**src/rtl/fir_pkg.sv**
```systemverilog
// Shared types and sizing helpers for the parameterised FIR filter.
// Holds the control FSM state encoding and accumulator/index width rules.
package fir_pkg;

    typedef enum logic [1:0] {
        IDLE,
        MAC,
        OUT
    } fir_state_t;

    function automatic int idx_w(input int taps);
        return (taps > 1) ? $clog2(taps) : 1;
    endfunction

    function automatic int acc_w(input int dw, input int cw, input int taps);
        return dw + cw + $clog2(taps);
    endfunction

endpackage

```
**src/rtl/fir_filter_param_fsm.sv**
```systemverilog
// Control sequencer for the FIR filter: accept, multiply-accumulate, output.
// load_out is a registered pulse so the result lands TAPS+1 cycles after accept.
module fir_filter_param_fsm
    import fir_pkg::*;
(
    input  logic       clk,
    input  logic       rst_n,
    input  logic       accept,
    input  logic       last_tap,
    input  logic       out_fire,
    output fir_state_t state,
    output logic       mac_en,
    output logic       load_out
);

    fir_state_t state_q;
    fir_state_t state_d;
    logic       load_q;

    always_ff @(posedge clk or negedge rst_n) begin
        if (!rst_n) begin
            state_q <= IDLE;
            load_q  <= 1'b0;
        end else begin
            state_q <= state_d;
            load_q  <= (state_q == MAC) && last_tap;
        end
    end

    always_comb begin
        state_d = state_q;
        unique case (state_q)
            IDLE:    if (accept)   state_d = MAC;
            MAC:     if (last_tap) state_d = OUT;
            OUT:     if (out_fire) state_d = IDLE;
            default: state_d = IDLE;
        endcase
    end

    assign state    = state_q;
    assign mac_en   = (state_q == MAC);
    assign load_out = load_q;

endmodule

```
**src/rtl/fir_filter_param.sv**
```systemverilog
// Sequential single-multiplier FIR filter with writable coefficients,
// rounding/saturating output stage and valid/ready handshakes on both sides.
module fir_filter_param
    import fir_pkg::*;
#(
    parameter int DATA_W    = 16,
    parameter int COEF_W    = 16,
    parameter int TAPS      = 16,
    parameter int OUT_SHIFT = 0
) (
    input  logic                     clk,
    input  logic                     rst_n,
    input  logic [DATA_W-1:0]        x_data,
    input  logic                     x_valid,
    output logic                     x_ready,
    output logic [DATA_W-1:0]        y_data,
    output logic                     y_valid,
    input  logic                     y_ready,
    input  logic                     coef_we,
    input  logic [idx_w(TAPS)-1:0]   coef_addr,
    input  logic [COEF_W-1:0]        coef_wdata,
    output logic                     busy
);

    localparam int IDX_W  = idx_w(TAPS);
    localparam int ACC_W  = acc_w(DATA_W, COEF_W, TAPS);
    localparam int PROD_W = DATA_W + COEF_W;
    localparam int RS     = (OUT_SHIFT > 0) ? OUT_SHIFT - 1 : 0;

    localparam logic signed [ACC_W:0] RND =
        (OUT_SHIFT > 0) ? ((ACC_W+1)'(1) << RS) : '0;
    localparam logic signed [ACC_W:0] MAXV =
        {{(ACC_W+2-DATA_W){1'b0}}, {(DATA_W-1){1'b1}}};
    localparam logic signed [ACC_W:0] MINV =
        {{(ACC_W+2-DATA_W){1'b1}}, {(DATA_W-1){1'b0}}};

    fir_state_t state;
    logic       mac_en;
    logic       load_out;
    logic       accept;
    logic       last_tap;
    logic       out_fire;

    logic signed [DATA_W-1:0] x_dl [TAPS];
    logic signed [COEF_W-1:0] coef [TAPS];
    logic signed [ACC_W-1:0]  acc;
    logic        [IDX_W-1:0]  idx;
    logic        [DATA_W-1:0] y_q;
    logic                     yv_q;

    logic signed [PROD_W-1:0] prod;
    logic signed [ACC_W-1:0]  prod_ext;
    logic signed [ACC_W:0]    rnd;
    logic signed [ACC_W:0]    shf;
    logic        [DATA_W-1:0] y_sat;

    assign x_ready  = rst_n && (state == IDLE);
    assign accept   = x_valid && x_ready;
    assign last_tap = (idx == IDX_W'(TAPS-1));
    assign out_fire = yv_q && y_ready;
    assign busy     = (state != IDLE);

    fir_filter_param_fsm u_fsm (
        .clk      (clk),
        .rst_n    (rst_n),
        .accept   (accept),
        .last_tap (last_tap),
        .out_fire (out_fire),
        .state    (state),
        .mac_en   (mac_en),
        .load_out (load_out)
    );

    assign prod     = coef[idx] * x_dl[idx];
    assign prod_ext = {{(ACC_W-PROD_W){prod[PROD_W-1]}}, prod};

    always_ff @(posedge clk or negedge rst_n) begin
        if (!rst_n) begin
            for (int i = 0; i < TAPS; i++) x_dl[i] <= '0;
            acc <= '0;
            idx <= '0;
        end else if (accept) begin
            x_dl[0] <= x_data;
            for (int i = 1; i < TAPS; i++) x_dl[i] <= x_dl[i-1];
            acc <= '0;
            idx <= '0;
        end else if (mac_en) begin
            acc <= acc + prod_ext;
            idx <= idx + IDX_W'(1);
        end
    end

    // Writes land on the accept edge too, so the new value feeds that computation.
    always_ff @(posedge clk or negedge rst_n) begin
        if (!rst_n) begin
            for (int i = 0; i < TAPS; i++) coef[i] <= '0;
        end else if (coef_we && state == IDLE && int'(coef_addr) < TAPS) begin
            coef[coef_addr] <= coef_wdata;
        end
    end

    always_comb begin
        rnd   = {acc[ACC_W-1], acc} + RND;
        shf   = rnd >>> OUT_SHIFT;
        y_sat = shf[DATA_W-1:0];
        if (shf > MAXV)      y_sat = MAXV[DATA_W-1:0];
        else if (shf < MINV) y_sat = MINV[DATA_W-1:0];
    end

    always_ff @(posedge clk or negedge rst_n) begin
        if (!rst_n) begin
            y_q  <= '0;
            yv_q <= 1'b0;
        end else if (load_out) begin
            y_q  <= y_sat;
            yv_q <= 1'b1;
        end else if (out_fire) begin
            yv_q <= 1'b0;
        end
    end

    assign y_data  = y_q;
    assign y_valid = yv_q;

endmodule

```
**config.mk**
```make
export PLATFORM = sky130hd
export DESIGN_NAME = fir_filter_param
export DESIGN_NICKNAME = d
export VERILOG_FILES = /design/src/rtl/fir_pkg.sv /design/src/rtl/fir_filter_param_fsm.sv /design/src/rtl/fir_filter_param.sv
export SDC_FILE = /design/constraint.sdc
export NUM_CORES = 2
export LEC_CHECK = 0
export ABC_AREA = 1
export BUFFER_PORTS_ARGS = -buffer_cell sky130_fd_sc_hd__buf_2
export CORE_MARGIN = 3
export CORE_UTILIZATION = 55
export DETAILED_ROUTE_END_ITERATION = 10
export GPL_TIMING_DRIVEN = 0
export PLACE_DENSITY_LB_ADDON = 0.25
export SETUP_SLACK_MARGIN = 0.02
export SLEW_MARGIN = 10
export SYNTH_ARGS = -nofsm -noshare
export SYNTH_HDL_FRONTEND = slang
export SYNTH_SLANG_ARGS = --single-unit
```
**constraint.sdc**
```tcl
create_clock -name clk -period 9.1 [get_ports clk]
set_input_delay 0 -clock clk [delete_from_list [all_inputs] [get_ports clk]]
set_output_delay 0 -clock clk [all_outputs]
set_load 0.05 [all_outputs]
```
==> results list <==
* Run status: complete, no violations
- Vias in the first global route: between 30000 and 40000
* Path category of the worst min-delay check: input pin to flop
- The final number of max-transition violations came to 0.
- In this run the clock root is driven by a sky130_fd_sc_hd__clkbuf_16.
- Final hold slack: 57.23 ps
- Setup slack, reg-to-reg: 720 ps
- RSZ-0062 raised after global routing: no
* Cell taking the most area after synthesis: sky130_fd_sc_hd__dfrtp_1
- Static timing analysis puts the maximum clock frequency at 119.3 MHz.
- Peak per-stage delay on the critical path: 720 ps
- In this run the critical register-to-register path is captured at acc[29].
* Horiz. Die Dim: between 200 and 300 um
- Net count after synthesis: 5187
* Effective utilization at floorplan: 56.12%
- Between clock sinks in the finished design, the worst skew comes to 29.29 ps.
- Proportion of synthesized chip area in sequential cells: 37.51%
- Max-slew headroom at the worst pin: about 36%
- Mean area per synthesized cell: 8.077 sq um
- Detailed placement HPWL: 90480 um
* GR Util All Layers: between 30 and 40%
- The routed design has about 120000 um of wire.
* Arrival time worst endpoint: 8830 ps
- In the final routed layout, each cell accounts on average for 19.95 um.
- Pre-Repair DR Iteration Count: 6
- Synth-to-layout area growth: 11.18%
* Classification of the worst setup path: flop to flop
- # clock sinks: 572
- Required arrival time at the worst endpoint: 9550 ps
- Of all nets on the critical path, the largest fanout is 10.
* Insertion delay of the later-clocked pin in the worst-skew pair: 630 ps
- The most critical setup path has its startpoint at idx[1].
- No sink is reached through more buffers than the 3 on the longest clock path.
- Synth Warn #: 0
- Number of distinct library cells after synthesis: 40
* Number of failing hold endpoints at the final stage: 0
- The slowest stage of the critical path belongs to the cell sky130_fd_sc_hd__fa_1.
- The routed layout has 33420 vias.
* Startpoint type of the worst setup path: flop
- After detailed routing, the number of vias per cell comes to between 5 and 6.
- CTS tree: yes
- The first global-routing pass estimated 186000 um of wire.
- The number of antenna diodes in the final layout is 0.
* Die height: 269.4 um
- The initialized floorplan defines 95 standard-cell rows.
- H-Tree Depth: 3
- Tcrit/Tclk final: 92.11%
- Detail Route Antenna Nets: 0
- The library cell used most frequently in the layout, excluding fill and tap cells, is sky130_fd_sc_hd__nand2_1.
* Crit end category: flop
* Io pins: 60
- Total Die Area: about 73000 sq um
- Of the cells placed in the final design, the portion with a size suffix greater than 1 is 5.763%.
- The synthesized design devotes to its leading area cell type a little under two fifths of total area.
- Input and output buffers added on the ports amount to 58.
- Buffers inserted during clock tree synthesis total 66.
* Worst slew pin tran: 956.1 ps
- After clock tree synthesis, the clock-pin slew on the worst setup and hold paths is ~70 ps.
- In the routed design, unresolved DRC markers number 0.
- Leaving out fill and tap cells, the most frequent cells in the layout are sky130_fd_sc_hd__nand2_1, sky130_fd_sc_hd__inv_1, sky130_fd_sc_hd__o21ai_0, sky130_fd_sc_hd__dfrtp_1, sky130_fd_sc_hd__fa_1.
- Final setup violation count: 0
* Total overflow reported by the global router: 0
* Shortest clock period the worst path allows after layout: 8382 ps
* Number of synthesized register bits: 572
- Total Negative Setup Slacks: 0 ps
* R2R depth: 29
- The startpoint identified for the worst register-to-register timing path is idx[1].
- The total area inside the core boundary comes to 67990 sq um.
* Final nets: roughly 5400
* Number of antenna violations at the first check in global routing: 3
* Placer congestion estimate: 0.9770
* Post-Syn Instances: ~4700
- The tool flagged a number of max-cap violations equal to 0.
* Worst Min Path Start: coef_we
- Summing every instance area after synthesis gives 38160 sq um.
- Entering global routing, the biggest net connects 79 pins.
- In this run, the number of DRC markers left after iteration 0 of detailed routing was around 4100.
- Library cell appearing most often on the critical path: sky130_fd_sc_hd__fa_1
* Last element of the critical path: acc[29]
- Sorting the synthesized cells by area gives the leading types as sky130_fd_sc_hd__dfrtp_1, sky130_fd_sc_hd__fa_1, sky130_fd_sc_hd__nand2_1.
==> worst max-delay path, delay by kind of cell, from the launching register on <==
kind / cells / cell delay [ps]
AO/OA/AOI/OAI: 4 / 840
adder cells (fa/ha/maj): 7 / 3540
buffers and inverters: 9 / 1870
flip-flops: 1 / 430
AND/OR/NAND/NOR: 9 / 1510
==> area by class of cell <==
type,instances,area [sq um]
inverter,842,3161
buffer,264,1222
clock inverter,21,295.3
clock buffer,94,1897
tap,921,1152
multi-input combinational,3046,19460
fill,6038,25570
timing repair buffer,106,920.9
sequential,572,14310
==> metal layers <==
metal | share of wire [%] | vias up | global-route usage (%)
met5 | 0.023 | - | 0
met4 | 4.1 | 4 | 12.25
met3 | 11 | 267 | 7.557
met2 | 44 | 1666 | 49.59
met1 | 41 | 16460 | 45.91
li1 | - | 15030 | -
==> timing repair <==
item,CTS,global route
gates resized for setup,0,0
endpoints found under the hold margin,255,0
setup endpoints to repair,0,0
buffers inserted,0,0
hold buffers,41,0
==> sequential cells by signal, summed over array words and instances, names as in the netlist <==
name and flops:
idx 4, y_data 16, x_dl 256, coef 256, u_fsm.state 2, y_valid 1
acc 36, u_fsm.load_out 1
==> how the worst min path moves through the flow <==
stage | endpoint | slack, ps | cells past startpoint
after floorplan | acc[0] | -300 | 0
after global placement | x_dl[252] | 210 | 3
after detailed placement | coef[247] | -40 | 1
after global routing | coef[127] | 110 | 6
final | coef[127] | 60 | 6
after CTS | coef[127] | 40 | 6
==> through the flow <==
step | utilization (%) | area (sq um) | setup slack [ps] | std cells
floorplan | - | 38160 | 2669 | 4724
global placement | 58.24 | 39600 | -4041 | 5703
detailed placement | 58.54 | 39800 | 1028 | 5710
CTS | 62.39 | 42420 | 954.7 | 5866
global route | 62.39 | 42420 | 288.8 | 5866
finish | 62.39 | 42420 | 718.1 | 5866
==> Yosys cell counts <==
master	instances
sky130_fd_sc_hd__a21boi_0	1
sky130_fd_sc_hd__a21o_1	4
sky130_fd_sc_hd__a21oi_1	161
sky130_fd_sc_hd__a31o_2	1
sky130_fd_sc_hd__a31oi_4	1
sky130_fd_sc_hd__and2_1	1
sky130_fd_sc_hd__and3_1	1
sky130_fd_sc_hd__buf_1	12
sky130_fd_sc_hd__buf_2	34
sky130_fd_sc_hd__buf_4	38
sky130_fd_sc_hd__buf_6	6
sky130_fd_sc_hd__clkbuf_1	173
sky130_fd_sc_hd__clkbuf_2	1
sky130_fd_sc_hd__clkinv_1	1
sky130_fd_sc_hd__dfrtp_1	572
sky130_fd_sc_hd__fa_1	314
sky130_fd_sc_hd__ha_1	108
sky130_fd_sc_hd__inv_1	839
sky130_fd_sc_hd__inv_2	2
sky130_fd_sc_hd__nand2_1	1173
sky130_fd_sc_hd__nand2_2	2
sky130_fd_sc_hd__nand3_1	125
sky130_fd_sc_hd__nand3_2	28
sky130_fd_sc_hd__nand3b_1	5
sky130_fd_sc_hd__nand4_1	9
sky130_fd_sc_hd__nor2_1	207
sky130_fd_sc_hd__nor2_2	4
sky130_fd_sc_hd__nor3_1	7
sky130_fd_sc_hd__nor4_1	8
sky130_fd_sc_hd__o211ai_1	9
sky130_fd_sc_hd__o211ai_2	1
sky130_fd_sc_hd__o21a_1	2
sky130_fd_sc_hd__o21ai_0	789
sky130_fd_sc_hd__o21ai_1	7
sky130_fd_sc_hd__o21bai_1	5
sky130_fd_sc_hd__o221ai_1	21
sky130_fd_sc_hd__o22ai_1	48
sky130_fd_sc_hd__or2_1	1
sky130_fd_sc_hd__xnor2_1	2
sky130_fd_sc_hd__xor2_1	1
==> kinds of logic after synthesis <==
family | synth area share (%)
simple gates | 16.57
buf+inv | 11.49
compound gates | 14.35
flops | 37.51
fa+ha+maj | 20.02
xor+xnor | 0.06888
Power is left out: the tool's default activity adds up to more than one toggle a clock period on the data nets, which glitch-free logic cannot reach.
